==> config.mk <==
export PLATFORM = sky130hd
export DESIGN_NAME = spi_coef_receiver
export DESIGN_NICKNAME = d
export VERILOG_FILES = /design/src/rtl/spi_coef_pkg.sv /design/src/rtl/spi_sync_edge.sv /design/src/rtl/spi_coef_receiver.sv
export SDC_FILE = /design/constraint.sdc
export NUM_CORES = 1
export LEC_CHECK = 0
export CAP_MARGIN = 20
export CORE_MARGIN = 2
export CORE_UTILIZATION = 54
export DETAILED_ROUTE_END_ITERATION = 12
export PLACE_DENSITY = 0.85
export SLEW_MARGIN = 30
export SYNTH_ARGS = -nofsm -noshare
export SYNTH_HDL_FRONTEND = slang
export SYNTH_HIERARCHICAL = 1
export SYNTH_SLANG_ARGS = --single-unit
==> constraint.sdc <==
create_clock -name sys_clk -period 4.1 [get_ports sys_clk]
set_input_delay 1.025 -clock sys_clk [delete_from_list [all_inputs] [get_ports sys_clk]]
set_output_delay 1.025 -clock sys_clk [all_outputs]
set_load 0.03 [all_outputs]
==> src/rtl/spi_coef_pkg.sv <==
// Shared sizing, word-slot names and FSM states for the SPI coefficient receiver.
package spi_coef_pkg;

   localparam int WORD_W      = 16;
   localparam int N_WORDS     = 4;
   localparam int N_ADDR      = 4;
   localparam int SYNC_STAGES = 2;

   localparam int BIT_CW  = $clog2(WORD_W);
   localparam int WORD_CW = $clog2(N_WORDS);
   localparam int ADDR_CW = $clog2(N_ADDR);
   localparam int BANK_W  = N_ADDR * N_WORDS * WORD_W;

   localparam logic [1:0] SLOT_A    = 2'd0;
   localparam logic [1:0] SLOT_B    = 2'd1;
   localparam logic [1:0] SLOT_C    = 2'd2;
   localparam logic [1:0] SLOT_CORR = 2'd3;

   typedef enum logic [1:0] {
      IDLE   = 2'd0,
      ACTIVE = 2'd1,
      ABORT  = 2'd2
   } state_t;

   function automatic int slot_lsb(input int addr, input int word);
      return (addr * N_WORDS + word) * WORD_W;
   endfunction

endpackage

==> src/rtl/spi_sync_edge.sv <==
// Multi-flop synchronizer for one asynchronous input, with rise/fall detection
// on the synchronized level. STAGES must be at least 2.
module spi_sync_edge #(
   parameter int   STAGES  = 2,
   parameter logic RST_VAL = 1'b0
) (
   input  logic sys_clk,
   input  logic rst_n,
   input  logic din,
   output logic sync,
   output logic rise,
   output logic fall
);

   logic [STAGES-1:0] chain;
   logic              prev;

   always_ff @(posedge sys_clk) begin
      if (!rst_n) begin
         chain <= {STAGES{RST_VAL}};
         prev  <= RST_VAL;
      end else begin
         chain <= {chain[STAGES-2:0], din};
         prev  <= chain[STAGES-1];
      end
   end

   assign sync = chain[STAGES-1];
   assign rise = sync & ~prev;
   assign fall = ~sync & prev;

endmodule

==> src/rtl/spi_coef_receiver.sv <==
// SPI slave deserializer: MSB-first 16-bit words filed into a 4x4 coefficient bank,
// with a commit strobe, frame-done pulse and sticky abort flag.
//
// state  | meaning
// IDLE   | spi_en high, waiting for a frame to start
// ACTIVE | spi_en low, bits sampled and counters running
// ABORT  | frame ended mid-word; one cycle to raise frame_err
module spi_coef_receiver
   import spi_coef_pkg::*;
(
   input  logic                  sys_clk,
   input  logic                  rst_n,
   input  logic                  spi_clk,
   input  logic                  spi_in,
   input  logic                  spi_en,
   output logic [BANK_W-1:0]     coef_bank,
   output logic                  wr_stb,
   output logic [ADDR_CW-1:0]    wr_addr,
   output logic [WORD_CW-1:0]    wr_word,
   output logic [WORD_W-1:0]     wr_data,
   output logic                  frame_done,
   output logic                  frame_err
);

   logic clk_s, clk_rise, clk_fall;
   logic en_s, en_rise, en_fall;
   logic in_s, in_rise, in_fall;

   spi_sync_edge #(.STAGES(SYNC_STAGES), .RST_VAL(1'b0)) u_sync_clk (
      .sys_clk (sys_clk), .rst_n (rst_n), .din (spi_clk),
      .sync (clk_s), .rise (clk_rise), .fall (clk_fall)
   );

   spi_sync_edge #(.STAGES(SYNC_STAGES), .RST_VAL(1'b1)) u_sync_en (
      .sys_clk (sys_clk), .rst_n (rst_n), .din (spi_en),
      .sync (en_s), .rise (en_rise), .fall (en_fall)
   );

   spi_sync_edge #(.STAGES(SYNC_STAGES), .RST_VAL(1'b0)) u_sync_in (
      .sys_clk (sys_clk), .rst_n (rst_n), .din (spi_in),
      .sync (in_s), .rise (in_rise), .fall (in_fall)
   );

   logic unused_sync;
   assign unused_sync = clk_s ^ clk_fall ^ en_s ^ in_rise ^ in_fall;

   state_t              state, state_nxt;
   logic [BIT_CW-1:0]   bit_cnt;
   logic [WORD_CW-1:0]  word_cnt;
   logic [ADDR_CW-1:0]  addr_cnt;
   logic [WORD_W-1:0]   shift_reg;
   logic                pend;
   logic                sample, last_bit, partial, enter, set_err;

   assign last_bit = (bit_cnt == BIT_CW'(WORD_W - 1));

   always_ff @(posedge sys_clk) begin
      if (!rst_n) state <= IDLE;
      else        state <= state_nxt;
   end

   // A final bit sampled together with spi_en rising completes the word, so it is not partial.
   always_comb begin
      state_nxt = state;
      sample    = 1'b0;
      partial   = 1'b0;
      enter     = 1'b0;
      set_err   = 1'b0;
      case (state)
         IDLE: begin
            if (en_fall) begin
               state_nxt = ACTIVE;
               enter     = 1'b1;
            end
         end
         ACTIVE: begin
            sample  = clk_rise;
            partial = sample ? !last_bit : (bit_cnt != '0);
            if (en_rise) state_nxt = partial ? ABORT : IDLE;
         end
         ABORT: begin
            state_nxt = IDLE;
            set_err   = 1'b1;
         end
         default: state_nxt = IDLE;
      endcase
   end

   always_ff @(posedge sys_clk) begin
      if (!rst_n) begin
         bit_cnt    <= '0;
         word_cnt   <= '0;
         addr_cnt   <= '0;
         shift_reg  <= '0;
         pend       <= 1'b0;
         wr_stb     <= 1'b0;
         wr_addr    <= '0;
         wr_word    <= '0;
         wr_data    <= '0;
         frame_done <= 1'b0;
         frame_err  <= 1'b0;
         coef_bank  <= '0;
      end else begin
         pend       <= sample && last_bit;
         wr_stb     <= pend;
         frame_done <= pend && (word_cnt == WORD_CW'(N_WORDS - 1))
                            && (addr_cnt == ADDR_CW'(N_ADDR - 1));

         if (sample) begin
            shift_reg <= {shift_reg[WORD_W-2:0], in_s};
            bit_cnt   <= last_bit ? '0 : bit_cnt + BIT_CW'(1);
         end

         if (pend) begin
            wr_addr <= addr_cnt;
            wr_word <= word_cnt;
            wr_data <= shift_reg;
            coef_bank[slot_lsb(int'(addr_cnt), int'(word_cnt)) +: WORD_W] <= shift_reg;
            if (word_cnt == WORD_CW'(N_WORDS - 1)) begin
               word_cnt <= '0;
               addr_cnt <= (addr_cnt == ADDR_CW'(N_ADDR - 1)) ? '0 : addr_cnt + ADDR_CW'(1);
            end else begin
               word_cnt <= word_cnt + WORD_CW'(1);
            end
         end

         if (enter) begin
            bit_cnt   <= '0;
            word_cnt  <= '0;
            addr_cnt  <= '0;
            frame_err <= 1'b0;
         end else if (set_err) begin
            frame_err <= 1'b1;
         end
      end
   end

endmodule

# --- Word level (Yosys, flattened, before mapping) ---
# Cells that the tools add are included.
op_classes:
  eq_ne: 7
  n_bitwise: 7
  addsub: 5
  n_reduce_logical: 9
  mux: 13
  shift: 2
ops:
  columns: ["cell", "count"]
  rows:
  - ["bitwise mux 256 bit", 1]
  - ["variable shift 16 x 33 -> 256 bit, first input constant", 1]
  - ["indexed part select 16 x 33 -> 256 bit", 1]
  - ["negation 9 -> 33 bit", 1]
  - ["2-to-1 mux 2 bit", 5]
  - ["== test 2 bit, second input constant", 3]
  - ["adder 4 x 2 -> 5 bit", 1]
  - ["2-to-1 mux 1 bit", 5]
  - ["adder 2 x 1 -> 2 bit, second input constant", 2]
  - ["adder 4 x 1 -> 4 bit, second input constant", 1]
  - ["== test 4 bit, second input constant", 1]
  - ["2-to-1 mux 4 bit", 1]
  - ["inequality test 2 bit, second input constant", 2]
  - ["NOT 1 bit", 4]
  - ["one-hot mux 2 bit (2 select lines)", 1]
  - ["AND reduction 2 bit", 2]
  - ["nonzero test 4 bit", 1]
  - ["AND 1 bit", 3]
  - ["logical AND 1 bit", 3]
  - ["== test 2 x 1 -> 1 bit, second input constant", 1]
  - ["logical NOT 2 bit", 1]
  - ["OR reduction 2 bit", 1]
  - ["logical NOT 1 bit", 1]
word_totals:
  output_inout_bits: 279
  register_bits: 314
  in_bits: 5

# --- Logic depth before layout (Yosys ltp) ---
logic_depth:
  ltp_word: 6
  depth_mapped: 11

# --- Cells and area by module ---
# Netlist, hierarchy kept.
modules_own_cells:
  columns: ["module", "seq_area_each_um2", "area_each_um2", "instances", "cells_each"]
  rows:
  - ["spi_coef_receiver", 6125.9, 11783.8, 1, 1241]
  - ["spi_sync_edge", 60.1, 91.3, 3, 8]

# --- Worst setup path before layout ---
# No wires, ideal clock.
synth_timing:
  path_kind: "register to register"
  from: "register word_cnt[0]"
  to: "register coef_bank[245]"
  path_buffers: 4
  setup_ps: 72
  path_stages_with_launch: 10
  slack_ps: 1658
  t_arrival_ps: 2371
  required_ps: 4028
  path_cell_list: "dfxtp_1 buf_2 buf_1 nor3_1 ha_1 buf_2 nor3_1 clkbuf_1 nand2_1 mux2i_1"
synth_between:
  elab_chain_cells: 4
  elab_cells_between_ends: 5
synth_lines:
  columns: ["element", "line_no", "rtl"]
  rows:
  - ["start: declaration", "spi_coef_receiver.sv:49", "logic [WORD_CW-1:0] word_cnt;"]
  - ["start signal: assignment", "spi_coef_receiver.sv:123", "word_cnt <= word_cnt + WORD_CW'(1);"]
  - ["adder 4 x 2 -> 5 bit (*)", "spi_coef_pkg.sv:26", "return (addr * N_WORDS + word) * WORD_W;"]
  - ["negation 9 -> 33 bit (*)", "spi_coef_receiver.sv:118", "coef_bank[slot_lsb(int'(addr_cnt), int'(word_cnt)) +: WORD_W] <= shift_reg;"]
  - ["indexed part select 16 x 33 -> 256 bit or variable shift 16 x 33 -> 256 bit (tied branches)", "spi_coef_receiver.sv:118", null]
  - ["bitwise mux 256 bit (*)", "spi_coef_receiver.sv:118", null]
  - ["end signal: indexed assignment", "spi_coef_receiver.sv:118", null]
  - ["end: declaration", "spi_coef_receiver.sv:16", "output logic [BANK_W-1:0] coef_bank,"]
# Every way passes the cells marked *; elsewhere a longest branch is shown, timed or not.
# A chain may end at the register's enable or synchronous reset.

# --- Worst setup path after layout ---
layout_timing:
  from: "register word_cnt[0]"
  to: "register coef_bank[3]"
# Same word-level chain as after synthesis.

==> run_results.csv <==
group,metric,value,unit
power_and_ir_drop,power_frac_seq,51.3,%
yosys,syn_area,12000,µm²
clock_network,ctsLongestPathBuffers,3,
floorplanning,die_h,153,µm
power_and_ir_drop,power.switching,0.00120,W
floorplanning,num_rows,54,
timing,slew_viol_final,0,
yosys,synth_warnings,6,
routing,wl_per_cell,18.8,µm
power_and_ir_drop,ir_drop,0.297,mV
clock_network,cts_tree,"yes",
floorplanning,coreArea,21800,µm²
floorplanning,start_util,55.0,%
global_route,antenna_found_initial,0,
power_and_ir_drop,p_leak,6.81,nW
placement,place_hpwl,23.0,mm
clock_network,cts_setup_buffers,0,
yosys,synth_nets,1275,
timing,rsz0062_at_grt,"no",
clock_network,cts.sinks,314,
setup_path,worstPathRequired,4.50,ns
cells_and_area,multi_input_area,5260,µm²
clock_network,clk_pin_slew,0.06,ns
clock_network,htreeDepth,1,
timing,fmax,0.335,GHz
clock_network,postCtsHoldBufs,0,
routing,drt_iter0_drc,601,
setup_path,worstSetupPathType,"reg2reg",
power_and_ir_drop,p_int,0.00475,W
yosys,postSynthAreaPerCell,9.53,µm²
floorplanning,die_x,153,µm
floorplanning,die_area,23500,µm²
cells_and_area,final_core_util,72.8,%
cells_and_area,drive_gt1_share,5.68,%
placement,gp_congestion,0.870,
timing,hold_violations,0,
routing,num_vias,9683,
global_route,grtUsageTotal,27.8,%
setup_path,worst-path-max-fanout,23,
timing,period_share,72.8,%
worst_hold_path,hold-path-cell-count,1,
outcome,status,"complete, no violations",
global_route,grt_max_degree,96,
timing,tightest_slew,0.756,ns
placement,port_buffers,283,
timing,max-slew-margin-rel,49.5,%
power_and_ir_drop,clkPwrFrac,47.6,%
routing,final_antenna_net_count,0,
flow_run,max-cap-violations,0,
worst_hold_path,min_path_type,"reg2reg",
global_route,grt_remaining_overflow,0,
clock_network,cts-root-buf,"clkbuf_16",
timing,period_minus_slack,2.99,ns
power_and_ir_drop,power_density,375,nW/µm²
cells_and_area,area_growth,32.3,%
yosys,syn_inst,1260,
clock_network,insertion_delay,0.55,ns
routing,routed_wl,33.8,mm
setup_path,end_kind,"flip-flop",
setup_path,r2r_cells,7,
cells_and_area,fin_nets,1506,
global_route,grt_pass1_vias,9461,
timing,finClkSkew,0.00906,ns
floorplanning,ioPinCount,284,
cells_and_area,final-seq-area,6290,µm²
setup_path,cp-start-kind,"flip-flop",
power_and_ir_drop,switching_share,20.2,%
cells_and_area,num-fill-cells,1547,
timing,tns,0,ns
timing,setup_viol,0,
routing,via_per_inst,5.40,
setup_path,arrival,3.39,ns
clock_network,numCtsBuffers,31,
cells_and_area,diodes,0,
cells_and_area,largest_reg_flops,256,
power_and_ir_drop,p_comb_share,1.1,%
routing,drtPass1Iterations,5,
global_route,grt_pass1_wl,52.6,mm
routing,drc,0,
clock_network,cts_resized,0,
## per-layer routing
layer | wire, µm | track usage [%]
met1 | 13900 | 35.4
met2 | 16500 | 47.2
met3 | 2280 | 5.25
met4 | 1180 | 9.96
met5 | 0 | 0
## layout by cell type, fill, tap and decap left out, types with 6 or more instances in the layout
cell type          n
nand2_1          378
dfxtp_1          313
clkdlybuf4s50_1  282
mux2i_1          229
nand3_1           51
a21oi_1           38
clkbuf_16         31
nor2_1            29
o21ai_0           28
nor2b_1           21
clkbuf_8          11
ha_1              10
buf_4             10
inv_1              9
clkbuf_1           7
and2_1             6
nand4_4            6
## cell type report
type,instances,share of cell area [%]
clock buffers,48,5.91
clock inverters,8,0.591
inverters,10,0.236
multi-input cells,840,33.1
flip-flops and latches,314,39.6
well taps,280,2.20
repair buffers,294,18.4
## metrics by stage
stage               hold WS [ns]  cell area (µm²)  cells  setup WS, ns  power (W)
finish                     0.410            15900   1794          1.11    0.00596
global route               0.433            15900   1794         0.839    0.00612
CTS                        0.415            15900   1793          1.20    0.00598
detailed placement         0.401            14800   1737          1.20    0.00319
global placement           0.396            14800   1737          1.34    0.00319
floorplan                  0.386            12000   1260          1.66    0.00317
## critical path, stage by stage, from the launching register on
cell and delay [ns]:
dfxtp_1 0.43, buf_4 0.31, inv_1 0.15, ha_1 0.57
nor4b_1 0.44, nand4_1 0.58, nand2_1 0.27, a21oi_1 0.09
## final timing paths
check	slack, ns	start	to
hold reg to reg	0.41	u_sync_en/chain[0]	u_sync_en/chain[1]
setup reg to reg	1.11	word_cnt[0]	coef_bank[3]
hold / removal	0.41	u_sync_en/chain[0]	u_sync_en/chain[1]
setup / recovery	1.11	word_cnt[0]	coef_bank[3]
## power groups by stage
stage / clock [W] / combinational [W] / sequential, W
finish: 0.00283 / 0.0000669 / 0.00306
global route: 0.00299 / 0.0000725 / 0.00305
CTS: 0.00286 / 0.0000656 / 0.00306
detailed placement: 0 / 0.0000657 / 0.00312
global placement: 0 / 0.0000661 / 0.00312
floorplan: 0 / 0.0000505 / 0.00312
Note: power is estimated with default switching activity, not from simulation.
